[src/rtl/cpu6_fetch_buffer_if.sv]
// Fetch-stage bundle: imem req/ack channel, EX redirect, decode stall and the F-stage outputs.
interface cpu6_fetch_buffer_if #(
    parameter int unsigned XLEN = 32
);
    logic            redirect;
    logic [XLEN-1:0] redirect_pc;
    logic            stall;
    logic            imem_req;
    logic [XLEN-1:0] imem_addr;
    logic            imem_ack;
    logic [XLEN-1:0] imem_rdata;
    logic            validF;
    logic [XLEN-1:0] pcF;
    logic [XLEN-1:0] instrF;

    modport master (
        input  redirect, redirect_pc, stall, imem_ack, imem_rdata,
        output imem_req, imem_addr, validF, pcF, instrF
    );

    modport slave (
        output redirect, redirect_pc, stall, imem_ack, imem_rdata,
        input  imem_req, imem_addr, validF, pcF, instrF
    );
endinterface

[src/rtl/cpu6_fetch_buffer.sv]
// Instruction fetch: owns the fetch PC, runs the imem req/ack handshake and buffers responses
// for decode. Define CPU6_FETCH_BYPASS_EN to present an ack into an empty buffer in the same cycle.
module cpu6_fetch_buffer #(
    parameter int unsigned          CPU6_XLEN = 32,
    parameter logic [CPU6_XLEN-1:0] RESET_PC  = '0,
    parameter int unsigned          DEPTH     = 2
) (
    input  logic                clk,
    input  logic                reset,
    cpu6_fetch_buffer_if.master fb
);
    localparam int unsigned     XLEN = CPU6_XLEN;
    localparam int unsigned     AW   = $clog2(DEPTH);
    localparam int unsigned     CW   = AW + 1;
    localparam logic [XLEN-1:0] NOP  = XLEN'(32'h0000_0013);

    typedef enum logic [1:0] {IDLE, REQ, DROP} state_t;

    typedef struct packed {
        logic [XLEN-1:0] pc;
        logic [XLEN-1:0] instr;
    } entry_t;

    state_t          state;
    logic [XLEN-1:0] pc;
    logic [XLEN-1:0] tgt;
    entry_t          mem [DEPTH];
    logic [AW-1:0]   rd_ptr;
    logic [AW-1:0]   wr_ptr;
    logic [CW-1:0]   count;

    logic [XLEN-1:0] redir_pc_c;
    logic            keep_c;
    logic            empty_c;
    logic            full_c;
    logic            bypass_c;
    logic            valid_c;
    logic            take_c;
    logic            pop_c;
    logic            push_c;
    logic [CW-1:0]   count_next_c;
    entry_t          head_c;

    // Handshake qualification, head selection and FIFO occupancy after this cycle
    always_comb begin
        redir_pc_c = fb.redirect_pc & ~XLEN'(3);
        keep_c     = fb.imem_ack && !fb.redirect && (state == REQ);
        empty_c    = (count == '0);
        full_c     = (count == CW'(DEPTH));
        bypass_c   = 1'b0;
`ifdef CPU6_FETCH_BYPASS_EN
        bypass_c   = keep_c && empty_c;
`endif
        valid_c    = !empty_c || bypass_c;
        head_c     = mem[rd_ptr];
        if (bypass_c) begin
            head_c.pc    = pc;
            head_c.instr = fb.imem_rdata;
        end
        take_c       = valid_c && !fb.stall && !fb.redirect;
        pop_c        = take_c && !empty_c;
        // A bypassed instruction consumed by decode never enters the FIFO
        push_c       = keep_c && !(bypass_c && take_c);
        count_next_c = count + CW'(push_c) - CW'(pop_c);
    end

    assign fb.imem_req  = (state != IDLE);
    assign fb.imem_addr = pc;
    assign fb.validF    = valid_c;
    assign fb.pcF       = valid_c ? head_c.pc : '0;
    assign fb.instrF    = valid_c ? head_c.instr : NOP;

    always_ff @(posedge clk) begin
        if (!reset) begin
            state  <= IDLE;
            pc     <= RESET_PC;
            tgt    <= '0;
            rd_ptr <= '0;
            wr_ptr <= '0;
            count  <= '0;
        end else begin
            if (fb.redirect) begin
                rd_ptr <= '0;
                wr_ptr <= '0;
                count  <= '0;
            end else begin
                if (push_c) wr_ptr <= wr_ptr + AW'(1);
                if (pop_c)  rd_ptr <= rd_ptr + AW'(1);
                count <= count_next_c;
            end

            // req/addr stay frozen until ack; a redirect without ack parks in DROP
            case (state)
                IDLE: begin
                    if (fb.redirect) begin
                        pc    <= redir_pc_c;
                        state <= REQ;
                    end else if (!full_c) begin
                        state <= REQ;
                    end
                end
                REQ: begin
                    if (fb.imem_ack) begin
                        if (fb.redirect) begin
                            pc <= redir_pc_c;
                        end else begin
                            pc    <= pc + XLEN'(4);
                            state <= (count_next_c == CW'(DEPTH)) ? IDLE : REQ;
                        end
                    end else if (fb.redirect) begin
                        tgt   <= redir_pc_c;
                        state <= DROP;
                    end
                end
                DROP: begin
                    if (fb.imem_ack) begin
                        pc    <= fb.redirect ? redir_pc_c : tgt;
                        state <= REQ;
                    end else if (fb.redirect) begin
                        tgt <= redir_pc_c;
                    end
                end
                default: state <= IDLE;
            endcase
        end
    end

    // Instruction storage carries no reset; occupancy gates every read
    always_ff @(posedge clk) begin
        if (reset && push_c) begin
            mem[wr_ptr].pc    <= pc;
            mem[wr_ptr].instr <= fb.imem_rdata;
        end
    end

    overflow_a : assert property (@(posedge clk) disable iff (!reset)
        !(push_c && full_c && !pop_c));
endmodule

[src/flat_wrapper.sv]
// flat-port wrapper written by rule: the top's interface ports become plain ports
module cpu6_fetch_buffer_flat 
#(
    parameter int unsigned          CPU6_XLEN = 32,
    parameter logic [CPU6_XLEN-1:0] RESET_PC  = '0,
    parameter int unsigned          DEPTH     = 2
)
  (clk, reset, fb_redirect, fb_redirect_pc, fb_stall, fb_imem_ack, fb_imem_rdata, fb_imem_req, fb_imem_addr, fb_validF, fb_pcF, fb_instrF);
  cpu6_fetch_buffer_if #(.XLEN(32)) fb_i ();
  input  logic clk;
  input  logic reset;
  input wire logic [$bits(fb_i.redirect)-1:0] fb_redirect;
  input wire logic [$bits(fb_i.redirect_pc)-1:0] fb_redirect_pc;
  input wire logic [$bits(fb_i.stall)-1:0] fb_stall;
  input wire logic [$bits(fb_i.imem_ack)-1:0] fb_imem_ack;
  input wire logic [$bits(fb_i.imem_rdata)-1:0] fb_imem_rdata;
  output wire logic [$bits(fb_i.imem_req)-1:0] fb_imem_req;
  output wire logic [$bits(fb_i.imem_addr)-1:0] fb_imem_addr;
  output wire logic [$bits(fb_i.validF)-1:0] fb_validF;
  output wire logic [$bits(fb_i.pcF)-1:0] fb_pcF;
  output wire logic [$bits(fb_i.instrF)-1:0] fb_instrF;
  assign fb_i.redirect = fb_redirect;
  assign fb_i.redirect_pc = fb_redirect_pc;
  assign fb_i.stall = fb_stall;
  assign fb_i.imem_ack = fb_imem_ack;
  assign fb_i.imem_rdata = fb_imem_rdata;
  assign fb_imem_req = fb_i.imem_req;
  assign fb_imem_addr = fb_i.imem_addr;
  assign fb_validF = fb_i.validF;
  assign fb_pcF = fb_i.pcF;
  assign fb_instrF = fb_i.instrF;
  cpu6_fetch_buffer #(.CPU6_XLEN(CPU6_XLEN), .RESET_PC(RESET_PC), .DEPTH(DEPTH)) u_core (.clk(clk), .reset(reset), .fb(fb_i));
endmodule
[config.mk]
export PLATFORM = sky130hd
export DESIGN_NAME = cpu6_fetch_buffer_flat
export DESIGN_NICKNAME = d
export VERILOG_FILES = /design/src/rtl/cpu6_fetch_buffer_if.sv /design/src/rtl/cpu6_fetch_buffer.sv /design/src/flat_wrapper.sv
export SDC_FILE = /design/constraint.sdc
export NUM_CORES = 1
export LEC_CHECK = 0
export BUFFER_PORTS_ARGS = -buffer_cell sky130_fd_sc_hd__buf_2
export CORE_MARGIN = 5
export CORE_UTILIZATION = 45
export DETAILED_ROUTE_END_ITERATION = 6
export PLACE_DENSITY = 0.67
export SYNTH_ARGS = -nofsm -noshare
export SYNTH_HDL_FRONTEND = slang
export SYNTH_SLANG_ARGS = --single-unit
[constraint.sdc]
create_clock -name clk -period 18.22 [get_ports clk]
set_input_delay 1.822 -clock clk [delete_from_list [all_inputs] [get_ports clk]]
set_output_delay 1.822 -clock clk [all_outputs]
set_load 0.005 [all_outputs]
==> flow_metrics.py, run 1 <==
metrics = {
    "run_status": {
        "status": "complete, no violations",
    },
    "timing": {
        "rsz0062_at_grt": "no",
        "relSlewSlack": 0.2846,
        "slew_viol_final": 0,
        "finalClockSkew_ns": 0.01179,
        "fin_ws_ns": 14.13,
        "fin_crit_sh": 0.2246,
        "hold_violations": 0,
        "max_freq_ghz": 0.2444,
        "tns_ns": 0,
        "timing_worst_slew_pin_value_ns": 1.073,
        "setup_viol": 0,
        "period_needed_ns": 4.092,
    },
    "detailed_routing": {
        "wl_per_cell_um": 18.42,
        "wirelength_um": 21150,
        "post_drt_via_cell_ratio": 5.617,
        "ant_nets": 0,
        "route.vias.total": 6448,
        "firstDrtPassIters": 5,
        "drt_iter0_markers": 531,
        "route.detailed.drc": 0,
    },
    "cts": {
        "clock_path_buffers": 2,
        "htreeDepth": 4,
        "cts_tree": "done",
        "postCtsSetupRepairBufs": 0,
        "clk_pin_slew_worst_paths_ns": 0.07,
        "numCtsBuffers": 17,
        "worst_skew_pair.late_latency_ns": 0.44,
        "post_cts_resized": 0,
        "cts_hold_buf": 0,
        "clockRootBuffer": "clkbuf_16",
        "clock-sinks": 199,
    },
    "layout": {
        "final_util": 0.5419,
        "fin_cells": 1148,
        "drive_gt1_frac": 0.2374,
        "syn2layout_area_growth_pct": 18.23,
        "diodes": 0,
        "final_common_cell": "buf_2",
        "fin_nets": 977,
        "layout_common_cells": "buf_2 (164), edfxtp_1 (128), nand2_1 (95), nor2_1 (91), dfxtp_1 (70)",
        "stdcell_area_um2": 10170,
        "fillers": 1640,
    },
    "logic_synthesis": {
        "ys_seq_area_frac": 0.6121,
        "syn_area_per_cell_um2": 11.36,
        "synth_edf_count": 128,
        "async_reset_ff_frac": 0,
        "syn_area_um2": 8602,
        "yosys_warnings": 0,
        "ys.flop_type": "edfxtp_1",
        "syn_inst": 757,
        "synth-seq-cells": 199,
        "synth_nets": 833,
        "ys_types": 61,
    },
    "setup_path": {
        "cp_slowest_cell": "buf_4",
        "crit_fanout": 46,
        "worst_setup_path_start_kind": "register",
        "path_delay_family": "buffers and inverters",
        "critPathKind": "register to output pin",
        "crit_chain": "buf_4 > mux2i_1 > nor2_1 > buf_2",
        "crit_arrival_ns": 2.27,
        "max_stage_delay_ns": 0.69,
        "cp-end-kind": "output pin",
        "crit_required_ns": 16.40,
        "worst-path-buf-inv": 2,
    },
    "pwr": {
        "power_frac_comb": 0.140,
        "clockPowerShare": 0.342,
        "p_int_w": 0.0007473,
        "vdd_drop_max_mv": 0.06823,
        "power_density_nw_per_um2": 103.0,
        "leakage_nw": 3.778,
        "netSwitchingFraction": 0.2865,
        "switchingPower_w": 0.0003001,
        "power_frac_seq": 0.518,
    },
    "global_routing": {
        "grt_use_total": 0.1902,
        "grt_start_max_net_pins": 65,
        "grt_overflow_total": 0,
        "grt_pass1_wl_um": 33090,
        "grt_pass1_vias": 6160,
        "antenna_found_initial": 0,
    },
    "placement": {
        "dp_hpwl_um": 13790,
        "numPortBuffers": 164,
        "dpl-instance-area_um2": 9614,
        "gp_congestion": 0.8436,
        "dpl.cell_count": 1116,
        "pre_cts_slack_ns": 14.33,
    },
    "hold_path": {
        "hp-class": "register to register",
    },
    "floorplanning": {
        "core.rowCount": 50,
        "ioPinCount": 167,
        "initial_core_util": 0.4583,
        "coreArea_um2": 18770,
        "die-area_um2": 21980,
        "die-height_um": 148.3,
        "die_x_um": 148.3,
    },
    "run": {
        "max_cap_viol_count": 0,
    },
}
-- kinds of logic (layout without fill, tap and decap cells) --
kind of cell             count (synthesis)  after routing  synth area share
AND/OR/NAND/NOR                        269            269            0.1455
flip-flops                             199            199            0.6121
AO/OA/AOI/OAI                          147            147            0.1168
multiplexers                            69             69           0.08029
buffers and inverters                   61            218           0.02851
adder cells (fa/ha/maj)                  7              7           0.01018
XOR/XNOR                                 5              5          0.006691
-- layer usage --
metal | GRT usage | up-vias | wire (um)
met5 | 0 | - | 0
met4 | 0.07067 | 0 | 460
met3 | 0.04570 | 36 | 1661
met2 | 0.2825 | 258 | 9513
met1 | 0.2724 | 3043 | 9510
li1 | - | 3111 | -
-- sequential cells by signal, summed over array words and instances, names as in the netlist, named ones only --
name / cells
u_core.rd_ptr: 1
u_core.wr_ptr: 1
u_core.count: 2
u_core.mem: 128
u_core.tgt: 32
u_core.state: 2
u_core.fb.imem_addr: 32
-- worst min-delay path, cell delays in order (launching register included) --
cell     delay (ns)
dfxtp_1        0.31
nand2_1        0.05
a21oi_1        0.05
-- cell usage after synthesis, types with 7 or more instances --
| library cell | n | share of area |
|---|---|---|
| edfxtp_1 | 128 | 0.45 |
| nand2_1 | 95 | 0.041 |
| nor2_1 | 92 | 0.040 |
| dfxtp_1 | 71 | 0.17 |
| mux2i_1 | 69 | 0.080 |
| a21oi_1 | 45 | 0.026 |
| clkbuf_1 | 34 | 0.015 |
| o21ai_0 | 21 | 0.012 |
| nor3_1 | 14 | 0.0081 |
| a22oi_1 | 13 | 0.011 |
| and3_1 | 13 | 0.0095 |
| inv_1 | 13 | 0.0057 |
| nand4_1 | 10 | 0.0073 |
| nand3_1 | 9 | 0.0052 |
| o22ai_1 | 9 | 0.0065 |
| a221oi_1 | 8 | 0.0081 |
| nor4_1 | 8 | 0.0058 |
| ha_1 | 7 | 0.010 |
-- final cells by class --
class | count | area (um^2) | area share
multi-input cells | 497 | 3115 | 0.3063
flip-flops and latches | 199 | 5269 | 0.5181
inverters | 13 | 48.80 | 0.004798
repair buffers | 173 | 888.4 | 0.08735
clock buffers | 19 | 442.9 | 0.04355
clock inverters | 13 | 112.6 | 0.01107
well taps | 234 | 292.8 | 0.02879
-- worst paths after layout --
path	startpoint	to	slack, ns	depth (start not counted)
max	register	fb_instrF[11]	14.13	4
min	u_core.tgt[11]$_SDFFE_PN0P_	u_core.tgt[11]$_SDFFE_PN0P_	0.45	2
max reg2reg	u_core.state[0]$_SDFFE_PN0P_	u_core.fb.imem_addr[17]$_SDFFE_PN0P_	15.41	7
min reg2reg	u_core.tgt[11]$_SDFFE_PN0P_	u_core.tgt[11]$_SDFFE_PN0P_	0.45	2
-- power by group through the flow --
stage	logic [W]	registers, W	clock network (W)
3_5_place_dp	0.000145	0.000552	0
5_1_grt	0.000162	0.000546	0.000382
6_report	0.000147	0.000542	0.000359
4_1_cts	0.000146	0.000541	0.000366
3_3_place_gp	0.000144	0.000550	0
2_1_floorplan	0.0000926	0.000541	0
-- through the flow --
step / hold WS (ns) / total power [W]
floorplan: 0.4360 / 0.0006335
global placement: 0.4415 / 0.0006940
detailed placement: 0.4461 / 0.0006970
CTS: 0.4564 / 0.001053
global route: 0.4729 / 0.001091
finish: 0.4548 / 0.001047
(Power assumes the default switching activity.)
==> inputs of run 2 (changes only) <==
Settings changed: PLACE_DENSITY 0.67 to 0.7.
Clock period 18.22 ns to 3.3 ns, I/O delays scaled along.
==> flow_metrics.py, run 2 (synthesis gave the netlist of run 1 again) <==
metrics = {
    "placement": {
        "pre_cts_slack_ns": 0.7747,
        "gp_congestion": 0.8112,
        "dp_hpwl_um": 13800,
        "numPortBuffers": 164,
        "dpl.cell_count": 1126,
        "dpl-instance-area_um2": 9721,
    },
    "layout": {
        "final_common_cell": "buf_2",
        "fin_cells": 1158,
        "top_register": "u_core.mem",
        "diodes": 0,
        "largest_reg_flops": 128,
        "fin_nets": 987,
        "layout_common_cells": "buf_2 (164), edfxtp_1 (128), nand2_1 (95), nor2_1 (91), dfxtp_1 (70)",
        "syn2layout_area_growth_pct": 20.04,
        "drive_gt1_frac": 0.2446,
        "stdcell_area_um2": 10330,
    },
    "pwr": {
        "power_w": 0.005943,
        "vdd_drop_max_mv": 0.3962,
        "leakage_nw": 3.867,
        "power_density_nw_per_um2": 575.5,
    },
    "floorplanning": {
        "coreArea_um2": 18770,
        "ioPinCount": 167,
        "core.rowCount": 50,
        "die-height_um": 148.3,
        "initial_core_util": 0.4583,
        "die_x_um": 148.3,
        "die-area_um2": 21980,
    },
    "global_routing": {
        "grt_use_total": 0.1878,
        "grt_overflow_total": 0,
        "grt_start_max_net_pins": 65,
        "grt_pass1_wl_um": 33060,
        "antenna_found_initial": 0,
        "grt_pass1_vias": 6131,
    },
    "timing": {
        "slew_viol_final": 0,
        "fin_crit_sh": 0.7846,
        "fin_ws_ns": 0.7110,
        "timing_worst_slew_pin_value_ns": 0.7215,
        "setup_viol": 0,
        "max_freq_ghz": 0.3862,
        "period_needed_ns": 2.589,
        "rsz0062_at_grt": "no",
        "hold_violations": 0,
        "finalClockSkew_ns": 0.009754,
        "relSlewSlack": 0.5190,
        "fin_worst_hold_slack_ns": 0.08102,
    },
    "cts": {
        "cts_hold_buf": 0,
        "clockRootBuffer": "clkbuf_16",
        "clk_pin_slew_worst_paths_ns": 0.07,
        "htreeDepth": 4,
        "postCtsSetupRepairBufs": 0,
        "clock_path_buffers": 2,
        "clock-sinks": 199,
        "numCtsBuffers": 17,
        "cts_tree": "done",
        "post_cts_resized": 0,
        "worst_skew_pair.late_latency_ns": 0.43,
    },
    "run": {
        "max_cap_viol_count": 0,
    },
    "detailed_routing": {
        "ant_nets": 0,
        "route.detailed.drc": 0,
        "firstDrtPassIters": 6,
        "drt_iter0_markers": 454,
        "wirelength_um": 20720,
        "route.vias.total": 6448,
        "post_drt_via_cell_ratio": 5.568,
        "wl_per_cell_um": 17.89,
    },
    "setup_path": {
        "crit_fanout": 16,
        "cp-end-kind": "register",
        "critPathKind": "register to register",
        "worst_setup_path_start_kind": "register",
        "max_stage_delay_ns": 0.64,
        "crit_arrival_ns": 2.89,
        "crit_required_ns": 3.60,
        "cp_slowest_cell": "or3_1",
        "crit_chain": "inv_1 > ha_1 > o21ba_2 > or3_1 > a221o_1 > a311oi_1 > nor4_1",
    },
    "run_status": {
        "status": "complete, no violations",
    },
    "hold_path": {
        "hp-class": "input port to register",
    },
}
run 2: cell types whose count changed in the layout (fill, tap and decap cells not counted), sizes merged:
cell	before	now
clkbuf	19	17
clkinv	5	3
buf	173	183
bufinv	0	2
inv	20	22
run 2: path summary, 6_finish.rpt:
check                           depth (start not counted)                         start                                   end  slack [ns]
worst max-delay path                                    7  u_core.state[0]$_SDFFE_PN0P_  u_core.fb.imem_addr[20]$_SDFFE_PN0P_        0.71
worst min-delay path                                    1             fb_imem_rdata[29]           u_core.mem[1][29]$_DFFE_PP_        0.08
worst max register to register                          7  u_core.state[0]$_SDFFE_PN0P_  u_core.fb.imem_addr[20]$_SDFFE_PN0P_        0.71
worst min register to register                          2   u_core.tgt[11]$_SDFFE_PN0P_           u_core.tgt[11]$_SDFFE_PN0P_        0.45
run 2: final cells by class:
type	instances	area, um^2
timing repair buffer	183	988.4
inverter	13	48.80
clock buffer	17	425.4
tap	234	292.8
multi-input combinational	497	3122
clock inverter	15	180.2
sequential	199	5269
fill	1634	8442
run 2: through the flow:
stage | TNS (ns) | utilization
2_1_floorplan | -56.76 | -
3_3_place_gp | 0 | 0.5179
3_5_place_dp | 0 | 0.5179
4_1_cts | 0 | 0.5502
5_1_grt | 0 | 0.5502
6_report | 0 | 0.5502
run 2: routing by layer:
layer | track usage | vias up | wire (um)
met5 | 0 | - | 0
met4 | 0.05219 | 0 | 236
met3 | 0.04479 | 24 | 1648
met2 | 0.2871 | 238 | 9445
met1 | 0.2695 | 3056 | 9392
li1 | - | 3130 | -
run 2: where the power goes:
| group | switching [W] | internal, W | total, W |
|---|---|---|---|
| logic | 0.000494 | 0.000329 | 0.000824 |
| registers | 0.000193 | 0.00280 | 0.00299 |
| clock network | 0.000973 | 0.00115 | 0.00213 |
| total | 0.00166 | 0.00428 | 0.00594 |
run 2: worst max-delay path: cells and delay by family, from the launching register on:
family                   cells  cell delay, ns
adder cells (fa/ha/maj)      1            0.32
AND/OR/NAND/NOR              2            0.73
AO/OA/AOI/OAI                3            0.95
flip-flops                   1            0.38
buffers and inverters        1            0.08
